$ cat src/rtl/player_cfg_pkg.sv
// ---------------------------------------------------------------------------
// player_cfg_pkg
// Shared definitions for the player configuration sequencer: configuration
// word width, register address map and the sequencer state encoding.
// No ports (package).
// ---------------------------------------------------------------------------
package player_cfg_pkg;

    localparam int CFG_W   = 24;
    localparam int ADDR_W  = 4;
    localparam int DELAY_W = 5;
    localparam int STRUM_W = 4;

    // Register map: five words per group, fret order G,R,Y,B,O
    localparam logic [ADDR_W-1:0] ADDR_ON_BASE  = 4'd0;
    localparam logic [ADDR_W-1:0] ADDR_OFF_BASE = 4'd5;
    localparam logic [ADDR_W-1:0] ADDR_POS_BASE = 4'd10;
    localparam logic [ADDR_W-1:0] ADDR_MISC     = 4'd15;

    typedef enum logic {
        IDLE  = 1'b0,
        ARMED = 1'b1
    } state_t;

endpackage

$ cat src/rtl/player_cfg_if.sv
// ---------------------------------------------------------------------------
// player_cfg_if
// Processor-side single-word write bus into the configuration sequencer.
//   wr_valid : write request (master -> slave)
//   wr_ready : write accepted when wr_valid && wr_ready (slave -> master)
//   wr_addr  : register select (master -> slave)
//   wr_data  : write data (master -> slave)
// ---------------------------------------------------------------------------
interface player_cfg_if #(
    parameter int CFG_W = player_cfg_pkg::CFG_W
);
    import player_cfg_pkg::*;

    logic              wr_valid;
    logic              wr_ready;
    logic [ADDR_W-1:0] wr_addr;
    logic [CFG_W-1:0]  wr_data;

    modport master (output wr_valid, output wr_addr, output wr_data, input wr_ready);
    modport slave  (input wr_valid, input wr_addr, input wr_data, output wr_ready);

endinterface

$ cat src/rtl/player_cfg_bank.sv
// ---------------------------------------------------------------------------
// player_cfg_bank
// Register file holding one complete player configuration: 3*NUM_FRETS
// On/Off/Pos words plus delay and strum time. Used both as the shadow copy
// (written word by word) and as the live copy (loaded in parallel).
// Ports:
//   CLK, RST_N            : clock, synchronous active-low reset
//   wr_en/wr_addr/wr_data : single-word write port (address map from pkg)
//   load_en               : parallel load of all fields from load_* inputs
//   load_words/delay/strum: parallel load data
//   words/delay/strum     : current register contents, word k at [k*CFG_W +: CFG_W]
// ---------------------------------------------------------------------------
module player_cfg_bank
    import player_cfg_pkg::*;
#(
    parameter int NUM_FRETS = 5,
    parameter int CFG_W     = player_cfg_pkg::CFG_W
) (
    input  logic                           CLK,
    input  logic                           RST_N,
    input  logic                           wr_en,
    input  logic [ADDR_W-1:0]              wr_addr,
    input  logic [CFG_W-1:0]               wr_data,
    input  logic                           load_en,
    input  logic [3*NUM_FRETS*CFG_W-1:0]   load_words,
    input  logic [DELAY_W-1:0]             load_delay,
    input  logic [STRUM_W-1:0]             load_strum,
    output logic [3*NUM_FRETS*CFG_W-1:0]   words,
    output logic [DELAY_W-1:0]             delay,
    output logic [STRUM_W-1:0]             strum
);

    localparam int NUM_WORDS = 3 * NUM_FRETS;
    localparam logic [ADDR_W-1:0] LAST_WORD = ADDR_W'(NUM_WORDS - 1);

    logic [CFG_W-1:0] regs [NUM_WORDS];

    always_ff @(posedge CLK) begin
        if (!RST_N) begin
            for (int i = 0; i < NUM_WORDS; i++) regs[i] <= '0;
            delay <= '0;
            strum <= '0;
        end else if (load_en) begin
            for (int i = 0; i < NUM_WORDS; i++) regs[i] <= load_words[i*CFG_W +: CFG_W];
            delay <= load_delay;
            strum <= load_strum;
        end else if (wr_en) begin
            // Misc word packs delay in [4:0] and strum time in [11:8]
            if (wr_addr == ADDR_MISC) begin
                delay <= wr_data[4:0];
                strum <= wr_data[11:8];
            end else if (wr_addr <= LAST_WORD) begin
                regs[wr_addr] <= wr_data;
            end
        end
    end

    always_comb begin
        words = '0;
        for (int i = 0; i < NUM_WORDS; i++) words[i*CFG_W +: CFG_W] = regs[i];
    end

endmodule

$ cat src/rtl/player_cfg_sequencer.sv
// ---------------------------------------------------------------------------
// player_cfg_sequencer
// Collects register writes into a shadow bank and, once armed by commit_req,
// copies the whole shadow bank into the live bank on the next vsync so the
// fret controllers only ever see a complete configuration. Owns the player
// enable, which rises on the first commit and is cleared by disable_req.
// Ports:
//   CLK, RST_N       : clock, synchronous active-low reset
//   vsync            : one-cycle frame-start pulse
//   wr               : write bus (slave side); ready only while IDLE
//   commit_req       : arm a commit for the next frame boundary
//   disable_req      : clear enable_out (wins over a same-cycle commit)
//   commit_ack       : one-cycle pulse after the live bank was loaded
//   busy             : commit armed, waiting for vsync
//   on/off/pos_out   : live words, fret i at [i*CFG_W +: CFG_W]
//   delay_out        : live delay
//   strum_time_out   : live strum time
//   enable_out       : player enable
// ---------------------------------------------------------------------------
module player_cfg_sequencer
    import player_cfg_pkg::*;
#(
    parameter int NUM_FRETS = 5,
    parameter int CFG_W     = player_cfg_pkg::CFG_W
) (
    input  logic                         CLK,
    input  logic                         RST_N,
    input  logic                         vsync,
    player_cfg_if.slave                  wr,
    input  logic                         commit_req,
    input  logic                         disable_req,
    output logic                         commit_ack,
    output logic                         busy,
    output logic [NUM_FRETS*CFG_W-1:0]   on_out,
    output logic [NUM_FRETS*CFG_W-1:0]   off_out,
    output logic [NUM_FRETS*CFG_W-1:0]   pos_out,
    output logic [DELAY_W-1:0]           delay_out,
    output logic [STRUM_W-1:0]           strum_time_out,
    output logic                         enable_out
);

    localparam int GRP_W   = NUM_FRETS * CFG_W;
    localparam int WORDS_W = 3 * GRP_W;

    localparam logic [0:0] S_IDLE  = IDLE;
    localparam logic [0:0] S_ARMED = ARMED;

    logic [0:0]         state;
    logic               accept;
    logic               commit;
    logic [WORDS_W-1:0] shadow_words;
    logic [DELAY_W-1:0] shadow_delay;
    logic [STRUM_W-1:0] shadow_strum;
    logic [WORDS_W-1:0] live_words;

    assign wr.wr_ready = (state == S_IDLE);
    assign busy        = (state == S_ARMED);
    assign accept      = wr.wr_valid && wr.wr_ready;
    // vsync only commits once armed; a vsync on the arming edge itself is ignored
    assign commit      = (state == S_ARMED) && vsync;

    player_cfg_bank #(.NUM_FRETS(NUM_FRETS), .CFG_W(CFG_W)) u_shadow (
        .CLK        (CLK),
        .RST_N      (RST_N),
        .wr_en      (accept),
        .wr_addr    (wr.wr_addr),
        .wr_data    (wr.wr_data),
        .load_en    (1'b0),
        .load_words ('0),
        .load_delay ('0),
        .load_strum ('0),
        .words      (shadow_words),
        .delay      (shadow_delay),
        .strum      (shadow_strum)
    );

    player_cfg_bank #(.NUM_FRETS(NUM_FRETS), .CFG_W(CFG_W)) u_live (
        .CLK        (CLK),
        .RST_N      (RST_N),
        .wr_en      (1'b0),
        .wr_addr    ('0),
        .wr_data    ('0),
        .load_en    (commit),
        .load_words (shadow_words),
        .load_delay (shadow_delay),
        .load_strum (shadow_strum),
        .words      (live_words),
        .delay      (delay_out),
        .strum      (strum_time_out)
    );

    assign on_out  = live_words[GRP_W-1:0];
    assign off_out = live_words[2*GRP_W-1:GRP_W];
    assign pos_out = live_words[3*GRP_W-1:2*GRP_W];

    always_ff @(posedge CLK) begin
        if (!RST_N) begin
            state      <= S_IDLE;
            commit_ack <= 1'b0;
            enable_out <= 1'b0;
        end else begin
            commit_ack <= commit;
            if (state == S_IDLE) begin
                if (commit_req) state <= S_ARMED;
            end else begin
                if (vsync) state <= S_IDLE;
            end
            if (disable_req)  enable_out <= 1'b0;
            else if (commit)  enable_out <= 1'b1;
        end
    end

endmodule

$ cat src/flat_wrapper.sv
// flat-port wrapper written by rule: the top's interface ports become plain ports
module player_cfg_sequencer_flat import player_cfg_pkg::*;
#(
    parameter int NUM_FRETS = 5,
    parameter int CFG_W     = player_cfg_pkg::CFG_W
)
  (CLK, RST_N, vsync, commit_req, disable_req, commit_ack, busy, on_out, off_out, pos_out, delay_out, strum_time_out, enable_out, wr_wr_valid, wr_wr_addr, wr_wr_data, wr_wr_ready);
  player_cfg_if #(.CFG_W(CFG_W)) wr_i ();
  input  logic CLK;
  input  logic RST_N;
  input  logic vsync;
  input  logic commit_req;
  input  logic disable_req;
  output logic commit_ack;
  output logic busy;
  output logic [NUM_FRETS*CFG_W-1:0] on_out;
  output logic [NUM_FRETS*CFG_W-1:0] off_out;
  output logic [NUM_FRETS*CFG_W-1:0] pos_out;
  output logic [DELAY_W-1:0] delay_out;
  output logic [STRUM_W-1:0] strum_time_out;
  output logic enable_out;
  input wire logic [$bits(wr_i.wr_valid)-1:0] wr_wr_valid;
  input wire logic [$bits(wr_i.wr_addr)-1:0] wr_wr_addr;
  input wire logic [$bits(wr_i.wr_data)-1:0] wr_wr_data;
  output wire logic [$bits(wr_i.wr_ready)-1:0] wr_wr_ready;
  assign wr_i.wr_valid = wr_wr_valid;
  assign wr_i.wr_addr = wr_wr_addr;
  assign wr_i.wr_data = wr_wr_data;
  assign wr_wr_ready = wr_i.wr_ready;
  player_cfg_sequencer #(.NUM_FRETS(NUM_FRETS), .CFG_W(CFG_W)) u_core (.CLK(CLK), .RST_N(RST_N), .vsync(vsync), .wr(wr_i), .commit_req(commit_req), .disable_req(disable_req), .commit_ack(commit_ack), .busy(busy), .on_out(on_out), .off_out(off_out), .pos_out(pos_out), .delay_out(delay_out), .strum_time_out(strum_time_out), .enable_out(enable_out));
endmodule
$ cat config.mk
export PLATFORM = sky130hd
export DESIGN_NAME = player_cfg_sequencer_flat
export DESIGN_NICKNAME = d
export VERILOG_FILES = /design/src/rtl/player_cfg_pkg.sv /design/src/rtl/player_cfg_if.sv /design/src/rtl/player_cfg_bank.sv /design/src/rtl/player_cfg_sequencer.sv /design/src/flat_wrapper.sv
export SDC_FILE = /design/constraint.sdc
export NUM_CORES = 1
export LEC_CHECK = 0
export ABC_AREA = 0
export BUFFER_PORTS_ARGS = -buffer_cell sky130_fd_sc_hd__buf_2
export CAP_MARGIN = 20
export CORE_UTILIZATION = 40
export CTS_BUF_LIST = sky130_fd_sc_hd__clkbuf_4 sky130_fd_sc_hd__clkbuf_8
export DETAILED_ROUTE_END_ITERATION = 8
export HOLD_SLACK_MARGIN = 0.1
export RECOVER_POWER = 50
export SLEW_MARGIN = 25
export SYNTH_ARGS = -nofsm -noshare
export SYNTH_HDL_FRONTEND = slang
export SYNTH_SLANG_ARGS = --single-unit
$ cat constraint.sdc
create_clock -name CLK -period 30.4 [get_ports CLK]
set_clock_uncertainty 0.15 [all_clocks]
set_input_delay 4.56 -clock CLK [delete_from_list [all_inputs] [get_ports CLK]]
set_output_delay 4.56 -clock CLK [all_outputs]
set_load 0.05 [all_outputs]
# Yosys cells after proc, flatten, opt, wreduce, memory -nomap -nowiden
# Memory sizes are Yosys's and may differ from the RTL's.
# Index checks and enable logic that the tools add are counted.
# totals
ff_bits	21
latch_bits	0
ram_bits	720
romBits	0
input_bits	34
out_inout_bits	373
elab_cells	63
mem_count	2
# memory_table
name	words	width	read_ports	rd_ports_with_merged_regs	write_ports	line_no	text
u_core.u_live.regs	15	24	15	0	15	player_cfg_bank.sv:36	logic [CFG_W-1:0] regs [NUM_WORDS];
u_core.u_shadow.regs	15	24	15	0	15	player_cfg_bank.sv:36	
# classes
add_sub_neg	0
mul	0
div_mod_pow	0
magnitude_cmp	1
n_eq_ne	1
shift	0
n_mux	30
n_bitwise	17
n_reduce_logical	5
# ops
op	count
24-bit two-way mux	16
24-bit OR reduction	1
1-bit OR	15
1-bit two-way mux	13
4-bit equality test, second input constant	1
4-bit <= comparator, second input constant	1
4-bit two-way mux	1
1-bit logical AND	2
1-bit NOT	2
2-bit AND reduction	1
2-bit OR reduction	1

# Logic depth before layout (Yosys ltp)
# Gate-level depths: netlist of the first run.
# logic_depth
depth_word	8
ltp_mapped	6
ltp_nobuf	3

# Hierarchy
# A second synthesis of the first run with hierarchy kept.
# hier_totals
cells_unflattened	2179
hier_area_um2	32548.7
# by_module_without_submodules
module	n_inst	cells_each	area_each_um2	seq_area_each_um2
player_cfg_bank at u_core.u_shadow	1	1089	16228.1	10990.5
player_cfg_bank at u_core.u_live	1	1077	16190.5	10990.5
player_cfg_sequencer	1	13	130.1	60.1

# Worst setup path before layout of the first run
# No wires, ideal clock.
# synth_timing
path_type	input -> register
start	input port RST_N
end	memory u_core.u_live.regs[0][0] (enable)
setup_time_ns	0.709
arrival_ns	11.874
required_time_ns	29.541
setup_slack_ns	17.667
path_stages	3
n_path_buf	1
cell_sequence	buf_2 a21boi_2 inv_1
# synth_rtl
element	line_no	text
start: declaration	flat_wrapper.sv:10	input logic RST_N;
end: declaration	player_cfg_bank.sv:36	

==> results_dict.tcl, run 1 <==
set metrics [dict create \
    status "finished with violations" \
    violations "max-capacitance violations, max-slew violations" \
    place_congestion 0.816 \
    pwr-share-comb_pct 9.2 \
    antenna_left 0 \
    syn-num-nets 1739 \
    htreeDepth 3 \
    max_freq_mhz 89.3 \
    drt_first_pass_iters 5 \
    place_inst 2899 \
    routedWlPerCell_um 22.8 \
    power.share.switching_pct 26.7 \
    required_ns 30.59 \
    die_y_um 262 \
    period_minus_slack_ns 11.20 \
    clk_transition_reported_paths_ns 0.06 \
    p_switching_mw 0.593 \
    drtIter0Drc 1225 \
    die_area_mm2 0.0687 \
    power_mw 2.22 \
    area_growth_pct 17.4 \
    ios 407 \
    cts_tree "yes" \
    synth_cells 1705 \
    cp.arrival_ns 11.39 \
    final_nets 2190 \
    grt_max_degree 150 \
    synth.distinct_cells 29 \
    ys_ff_latch 741 \
    initial_utilization_pct 40.8 \
    seqCellArea_mm2 0.0220 \
    worstSetupStartpointType "input port" \
    fin_crit_sh_pct 36.9 \
    gr-total-overflow 0 \
    timing.hold.ws_ns 0.313 \
    crit_path_max_incr_delay_ns 2.22 \
    clk_latency_ns 0.71 \
    synth-seq-area-share_pct 81.5 \
    ys_warn_count 0 \
    seqPwrFrac_pct 54.1 \
    num_rows 94 \
    min_path_type "reg -> reg" \
    cp_slowest_cell "clkbuf_1" \
    die_x_um 262 \
    root_buffer "clkbuf_8" \
    worst_pin_slew_ns 4.28 \
    p_int_mw 1.62 \
    leakage_nw 11.0 \
    tns_ns 0 \
    drive_above_1_share_pct 11.3 \
    clockPowerShare_pct 36.7 \
    vdd_ir_drop_max_v 0.0000374 \
    setup_violations 0 \
    final_hold_viol_count 0 \
    clock-sinks 741 \
    multi_input_area_mm2 0.00466 \
    rsz0062_at_grt "false" \
    wl_met1_mm 30.0 \
    coreArea_mm2 0.0663 \
    synthesis.area_mm2 0.0271 \
    grt.total_usage_pct 20.3 \
    path_cells "clkbuf_1 > and3b_1 > nand3_1 > o21ai_4" \
    top_layer "met5" \
    cp-end-kind "register" \
    grt_pass1_vias 15001 \
    fillers 5958 \
    antenna_found_initial 5 \
    clockBufferDepth 3 \
    grt_pass1_wl_mm 99.4 \
    wl_met2_mm 34.0 \
    post_cts_buffers 0 \
    ctsHoldBuffers 0 \
    io_buffers 406 \
    stdcell_count 3122 \
    final_util_pct 47.9 \
    crit_fanout 75 \
    drv_slew 604 \
    drt_wl_total_mm 71.1 \
    viasPerCell 4.87 \
    maxCapViolCount 9 \
    powerDensity_mw_per_mm2 69.8 \
    wl_met3_mm 5.25 \
    drc_errors 0 \
    avgSynthCellArea_um2 15.9 \
    cts_buffers 118 \
    cts-resized-gates 0 \
    slew_headroom_pct -186 \
    dr_total_vias 15217 \
    dpl.hpwl_mm 45.7 \
    critical_path_class "in -> reg" \
]
## state kept, by name, summed over array words and instances, names as in the netlist
name / flops
u_core.u_shadow.strum: 4
u_core.u_shadow.regs: 360
u_core.commit_ack: 1
u_core.u_shadow.delay: 5
u_core.busy: 1
u_core.enable_out: 1
u_core.u_live.delay: 5
u_core.u_live.regs: 360
u_core.u_live.strum: 4
## worst max-delay path, delay by kind of cell
kind / cells / cell delay, ns
buffers and inverters: 1 / 2.22
AND/OR/NAND/NOR: 2 / 2.70
AO/OA/AOI/OAI: 1 / 1.84
## cells by family (layout without fill, tap and decap cells)
family	Yosys count	after routing	synth area share, %
other	0	7	0
AOI/OAI and AO/OA	23	23	0.573
DFF	741	741	81.5
buffers and inverters	96	642	1.63
muxes	9	9	0.333
and+or+nand+nor	836	836	16.0
## placed cells by master (no fill, tap or decap), types with 15 or more instances in the layout
cell        n
edfxtp_1  720
buf_2      38
dfxtp_1    21
clkbuf_8  122
and2_1    254
clkbuf_4   41
and2_0    178
clkinv_1   30
clkinv_2   15
nand2_1    92
nor2_1    290
clkbuf_1  375
## metal layers
layer  GRT usage (%)  vias up
met5               0        -
met4            6.52        2
met2            32.9      628
met3            4.47       93
met1            27.4     7658
li1                -     6836
## Yosys cell counts
cell	count	area (µm²)
a21boi_2	1	11.3
a21oi_1	1	5.00
a22o_1	9	78.8
and2_1	432	2700
and2b_1	1	7.51
and3_1	1	6.26
and3b_1	1	8.76
and4_1	1	8.76
buf_2	29	145
buf_6	6	67.6
clkbuf_1	58	218
dfxtp_1	21	420
edfxtp_1	720	21600
inv_1	3	11.3
mux2i_1	9	90.1
nand2_1	93	349
nand2b_1	5	31.3
nand3_1	1	5.00
nand3b_1	1	7.51
nand3b_4	1	20.0
nor2_1	291	1090
nor2b_1	2	12.5
nor3b_1	1	7.51
nor4_1	1	6.26
nor4_4	1	21.3
nor4b_4	1	23.8
o21ai_0	12	60.1
or2_2	1	6.26
or3_4	1	11.3
## power groups by stage
stage	Clock [mW]	Combinational, mW	Sequential [mW]
floorplan	0	0.0395	1.33
detailed placement	0	0.215	1.22
CTS	0.831	0.215	1.20
global placement	0	0.213	1.22
finish	0.814	0.204	1.20
global route	0.870	0.213	1.20
## path summary, 6_finish.rpt
path,from,end,slack [ns],cells after the start
max,RST_N,u_core.u_shadow.regs[14][3],19.20,4
min,u_core.u_shadow.strum[3],u_core.u_shadow.strum[3],0.31,2
max reg2reg,u_core.busy,u_core.u_shadow.regs[8][13],24.77,5
min reg2reg,u_core.u_shadow.strum[3],u_core.u_shadow.strum[3],0.31,2
## final cells by class
cell class	instances	share of cell area, %
inverter	3	0.0748
clock buffer	163	6.26
timing repair buffer	424	5.34
clock inverter	52	0.808
antenna	7	0.0551
sequential	741	69.4
tap	864	3.40
multi-input combinational	868	14.7
## stage by stage
| stage | worst slack [ns] | instance area, µm² |
|---|---|---|
| 2_1_floorplan | 17.67 | 27100 |
| 3_3_place_gp | 22.68 | 30000 |
| 3_5_place_dp | 22.57 | 30000 |
| 4_1_cts | 23.36 | 32300 |
| 5_1_grt | 18.56 | 31700 |
| 6_report | 19.20 | 31800 |
Note: power is estimated with default switching activity, not from simulation.
==> inputs of run 2 (changes only) <==
==> constraint.sdc (replaced) <==
create_clock -name CLK -period 9.5 [get_ports CLK]
set_clock_uncertainty 0.15 [all_clocks]
set_input_delay 1.425 -clock CLK [delete_from_list [all_inputs] [get_ports CLK]]
set_output_delay 1.425 -clock CLK [all_outputs]
set_load 0.05 [all_outputs]
==> results_dict.tcl, run 2 (synthesized netlist as in run 1, its figures left out) <==
set metrics [dict create \
    status "finished with violations" \
    violations "max-capacitance violations, max-slew violations" \
    multi_input_area_mm2 0.00469 \
    die_area_mm2 0.0687 \
    leakage_nw 11.3 \
    r2r-start "u_core.busy" \
    final_common_cell "edfxtp_1" \
    dpl.hpwl_mm 45.3 \
    clk_transition_reported_paths_ns 0.06 \
    required_ns 9.70 \
    rrSetupSlack_ns 5.72 \
    ctsHoldBuffers 0 \
    grt_util_met3_pct 4.51 \
    initial_utilization_pct 40.8 \
    num_rows 94 \
    fin_crit_sh_pct 68.0 \
    grt_pass1_vias 14856 \
    tns_ns 0 \
    htreeDepth 3 \
    ios 407 \
    fillers 5920 \
    cts_buffers 116 \
    ff2ff_path_depth 5 \
    viasPerCell 4.81 \
    grt_pass1_wl_mm 98.6 \
    period_minus_slack_ns 6.46 \
    top_regs "u_core.u_live.regs: 360 flops, u_core.u_shadow.regs: 360 flops" \
    root_buffer "clkbuf_8" \
    critical_path_class "in -> reg" \
    holdPathEnd "u_core.u_shadow.strum[3]" \
    rr_endpoint "u_core.u_live.regs[0][154]" \
    clock-sinks 741 \
    drt_first_pass_iters 5 \
    clk_latency_ns 0.72 \
    crit_fanout 105 \
    grt_max_degree 183 \
    max_freq_mhz 155 \
    die_y_um 262 \
    seqCellArea_mm2 0.0220 \
    rsz0062_at_grt "false" \
    min_path_cells 2 \
    final_cell_mix "edfxtp_1 (720), clkbuf_1 (317), nor2_1 (290)" \
    grt.total_usage_pct 20.2 \
    gr-usage-met1_pct 27.4 \
    vdd_ir_drop_max_v 0.000133 \
    slew_headroom_pct -118 \
    dr_total_vias 14997 \
    cp-end-kind "register" \
    hold_start "u_core.u_shadow.strum[3]" \
    worstSetupStartpointType "input port" \
    coreArea_mm2 0.0663 \
    maxCapViolCount 1 \
    use_met2_pct 32.3 \
    io_buffers 406 \
    powerDensity_mw_per_mm2 225 \
    antenna_left 0 \
    cts_tree "yes" \
    min_path_type "reg -> reg" \
    final_hold_viol_count 0 \
    cts-resized-gates 0 \
    worst_pin_slew_ns 3.27 \
    drt_wl_total_mm 70.2 \
    cp.arrival_ns 6.66 \
    drv_slew 85 \
    routedWlPerCell_um 22.5 \
    clockBufferDepth 3 \
    place_congestion 0.787 \
    drc_errors 0 \
    drive_above_1_share_pct 14.0 \
    top_usage_layer "met2" \
    antenna_found_initial 5 \
    setup_violations 0 \
    final_nets 2187 \
    gr-total-overflow 0 \
    die_x_um 262 \
    timing.hold.ws_ns 0.315 \
    post_cts_buffers 0 \
    pre_cts_slack_ns 4.51 \
    drtIter0Drc 1246 \
    fin_ws_ns 3.04 \
    area_growth_pct 18.2 \
]
run 2: changes by cell type in the layout (fill, tap and decap cells not counted), moves of 4 or more:
cell       before  now
clkbuf_1      375  317
buf_2          38   91
clkbuf_4       41   26
clkinv_2       15   25
bufinv_16       0    6
diode_2         7    3
run 2: worst max path at each step:
stage,startpoint,endpoint,slack [ns],depth (start not counted)
final,RST_N,u_core.u_live.regs[0][154],3.04,6
after global placement,RST_N,u_core.u_live.regs[1][139],4.67,5
after floorplan,RST_N,u_core.u_live.regs[0][0],1.46,3
after detailed placement,RST_N,u_core.u_live.regs[0][94],4.51,5
after global routing,RST_N,u_core.u_live.regs[0][152],2.54,6
after CTS,RST_N,u_core.u_live.regs[0][189],5.30,5
run 2: cell type report:
| cell class | instances | area share [%] |
|---|---|---|
| antenna | 3 | 0.0235 |
| clock buffer | 148 | 5.86 |
| clock inverter | 65 | 1.43 |
| inverter | 3 | 0.0470 |
| multi-input combinational | 868 | 14.7 |
| sequential | 741 | 68.9 |
| tap | 864 | 3.38 |
| timing repair buffer | 423 | 5.62 |
run 2: worst max-delay path, stage by stage:
cell and delay, ns:
clkbuf_1 2.27, a21boi_2 0.72, clkinvlp_4 0.68, buf_4 0.60, buf_12 0.42, buf_16 0.30
run 2: where the power goes:
part / leakage (nW) / switching [mW] / internal (mW)
logic: 2.44 / 0.577 / 0.0815
clock network: 1.24 / 1.24 / 1.46
registers: 7.58 / 0.0674 / 3.76
total: 11.3 / 1.88 / 5.30
run 2: metrics by stage:
stage	power, mW	utilization (%)	std cells	instance area (µm²)
3_5_place_dp	4.59	45.3	2898	30000
4_1_cts	7.27	48.8	3111	32400
2_1_floorplan	4.37	-	1705	27100
5_1_grt	7.42	48.2	3113	32000
3_3_place_gp	4.58	45.3	2898	30000
6_report	7.18	48.2	3115	32000
run 2: layer usage:
layer  vias up  share of wire (%)  wire, µm
li1       6835                  -         -
met1      7469                 42     29600
met2       598                 48     33500
met3        93                7.5      5280
met4         2                2.6      1810
met5         -              0.019        13
==> inputs of run 3 (changes only) <==
--- a/config.mk
+++ b/config.mk
@@ -5,7 +5,7 @@
 export SDC_FILE = /design/constraint.sdc
 export NUM_CORES = 1
 export LEC_CHECK = 0
-export ABC_AREA = 0
+export ABC_AREA = 1
 export BUFFER_PORTS_ARGS = -buffer_cell sky130_fd_sc_hd__buf_2
 export CAP_MARGIN = 20
 export CORE_UTILIZATION = 40
==> constraint.sdc (replaced) <==
create_clock -name CLK -period 5.6 [get_ports CLK]
set_clock_uncertainty 0.15 [all_clocks]
set_input_delay 0.84 -clock CLK [delete_from_list [all_inputs] [get_ports CLK]]
set_output_delay 0.84 -clock CLK [all_outputs]
set_load 0.05 [all_outputs]
==> results_dict.tcl, run 3 <==
set metrics [dict create \
    status "finished with violations" \
    violations "max-capacitance violations, max-slew violations" \
    synth_fa_ha_area_share_pct 0 \
    root_buffer "clkbuf_8" \
    worst_pin_slew_ns 2.33 \
    synth-async-reset-ratio_pct 0 \
    rsz0062_at_grt "false" \
    grt.total_usage_pct 20.0 \
    synth_commonest_cells "edfxtp_1 (720), nor2_1 (617), inv_1 (395)" \
    cp-startpoint "wr_wr_addr[0]" \
    drtIter0Drc 1435 \
    critical_path_class "in -> reg" \
    crit_path_max_incr_delay_ns 1.02 \
    r2r-start "u_core.busy" \
    io_buffers 406 \
    required_ns 5.68 \
    synth-seq-area-share_pct 81.1 \
    clock-sinks 741 \
    synthXorXnorAreaFrac_pct 0 \
    die_y_um 263 \
    min_path_type "in -> reg" \
    ios 407 \
    worstSetupStartpointType "input port" \
    hold_start "commit_req" \
    dpl.hpwl_mm 43.3 \
    clockBufferDepth 3 \
    drc_errors 0 \
    cp.arrival_ns 4.29 \
    grt_max_degree 217 \
    synth-compound-area-share_pct 0.350 \
    maxCapViolCount 1 \
    drive_above_1_share_pct 10.9 \
    grt_pass1_vias 16071 \
    synth_top_area_share_pct 79.5 \
    stdcell_count 3490 \
    gr-total-overflow 0 \
    cp_slowest_cell "clkbuf_1" \
    synth_simple_gate_area_share_pct 11.6 \
    clk_latency_ns 0.74 \
    crit_buf_inv 2 \
    htreeDepth 3 \
    cp-end-kind "register" \
    synth.distinct_cells 16 \
    antenna_left 0 \
    crit_fanout 25 \
    path_cells "buf_2 > nand2_1 > nor2_1 > nor2_1 > nand3_1 > clkbuf_1 > nand2_2" \
    max_freq_mhz 237 \
    synth_top_family_by_area "simple AND/OR/NAND/NOR gates" \
    synthTopCellsByArea "edfxtp_1 (80%), nor2_1 (8.5%), inv_1 (5.5%)" \
    post-synth-top-count-cell "edfxtp_1" \
    fin_crit_sh_pct 75.2 \
    coreArea_mm2 0.0672 \
    dr_total_vias 16169 \
    muxShareOfSynthArea_pct 0 \
    syn-num-nets 2105 \
    synth_edf_count 720 \
    drt_wl_total_mm 70.1 \
    tns_ns 0 \
    drt_first_pass_iters 5 \
    slew_headroom_pct -55.6 \
    final_hold_viol_count 0 \
    antenna_found_initial 5 \
    area_growth_pct 17.6 \
    ys.flop_type "edfxtp_1" \
    ys_warn_count 0 \
    ys_ff_latch 741 \
    num_rows 95 \
    synth_cells 2071 \
    final_nets 2552 \
    top_regs "u_core.u_live.regs: 360 flops, u_core.u_shadow.regs: 360 flops" \
    vdd_ir_drop_max_v 0.000187 \
    grt_pass1_wl_mm 101 \
    synthesis.area_mm2 0.0272 \
    clk_transition_reported_paths_ns 0.06 \
    final_cell_mix "edfxtp_1 (720), nor2_1 (619), inv_1 (380)" \
    cts_buffers 118 \
    post_cts_buffers 0 \
    drv_slew 89 \
    die_x_um 263 \
    crit_family "simple AND/OR/NAND/NOR gates" \
    place_inst 3270 \
    cts_tree "yes" \
    period_minus_slack_ns 4.21 \
    fillers 6073 \
    setup_violations 0 \
    cpMostUsedCell "nor2_1" \
    synth_top_cell_by_area "edfxtp_1" \
    die_area_mm2 0.0690 \
    leakage_nw 13.2 \
    routedWlPerCell_um 20.1 \
    viasPerCell 4.63 \
    initial_utilization_pct 40.5 \
    powerDensity_mw_per_mm2 378 \
    cts-resized-gates 0 \
    place_congestion 0.786 \
    avgSynthCellArea_um2 13.1 \
    final_common_cell "edfxtp_1" \
]
[run 3: routing by layer]
| layer | vias up | global-route usage, % | part of all wire, % |
|---|---|---|---|
| met5 | - | 0 | 0.033 |
| met4 | 4 | 8.36 | 3.3 |
| met3 | 140 | 4.40 | 7.0 |
| met2 | 670 | 33.1 | 48 |
| met1 | 7868 | 25.4 | 41 |
| li1 | 7487 | - | - |
[run 3: final cells by class]
| cell class | count | area [µm²] | area share (%) |
|---|---|---|---|
| inverter | 396 | 1490 | 4.65 |
| tap | 873 | 1090 | 3.41 |
| clock buffer | 164 | 2000 | 6.25 |
| multi-input combinational | 832 | 3210 | 10.0 |
| sequential | 741 | 22000 | 68.9 |
| antenna | 2 | 5.00 | 0.0156 |
| timing repair buffer | 429 | 1790 | 5.60 |
| clock inverter | 53 | 358 | 1.12 |
[run 3: final timing paths]
path                                  endpoint  depth (start not counted)  slack, ns
setup / recovery  u_core.u_shadow.regs[13][16]                          7       1.39
hold / removal                     u_core.busy                          3       0.19
setup reg to reg   u_core.u_shadow.regs[6][12]                          6       1.81
hold reg to reg         u_core.u_live.strum[1]                          2       0.33
[run 3: kinds of logic after synthesis]
group                  after synthesis
AOI/OAI and AO/OA                   19
and+or+nand+nor                    813
buffers and inverters              498
DFF                                741
[run 3: timing repair]
action	4_1_cts	5_1_grt
setup endpoints to repair	0	0
hold endpoints to repair	1	0
hold buffers	1	0
[run 3: power breakdown]
part           internal [mW]  total [mW]  switching (mW)
Clock                   2.42        4.58            2.15
Sequential              6.35        6.46           0.110
Combinational          0.115        1.07           0.952
Total                   8.89        12.1            3.21
[run 3: worst register-to-register path, delay by kind of cell (launching register included)]
family / cells / cell delay (ns)
DFF: 1 / 0.34
buffers and inverters: 2 / 0.41
and+or+nand+nor: 4 / 2.50
[run 3: stage by stage]
stage / instance area, µm² / worst slack [ns] / util (%) / power (mW) / hold WS [ns]
detailed placement: 30100 / 1.45 / 44.9 / 7.69 / 0.307
global route: 32000 / 1.13 / 47.6 / 12.5 / 0.150
finish: 32000 / 1.39 / 47.6 / 12.1 / 0.189
CTS: 32500 / 2.23 / 48.4 / 12.2 / 0.110
global placement: 30100 / 1.58 / 44.9 / 7.68 / 0.313
floorplan: 27200 / 1.36 / - / 7.33 / 0.291
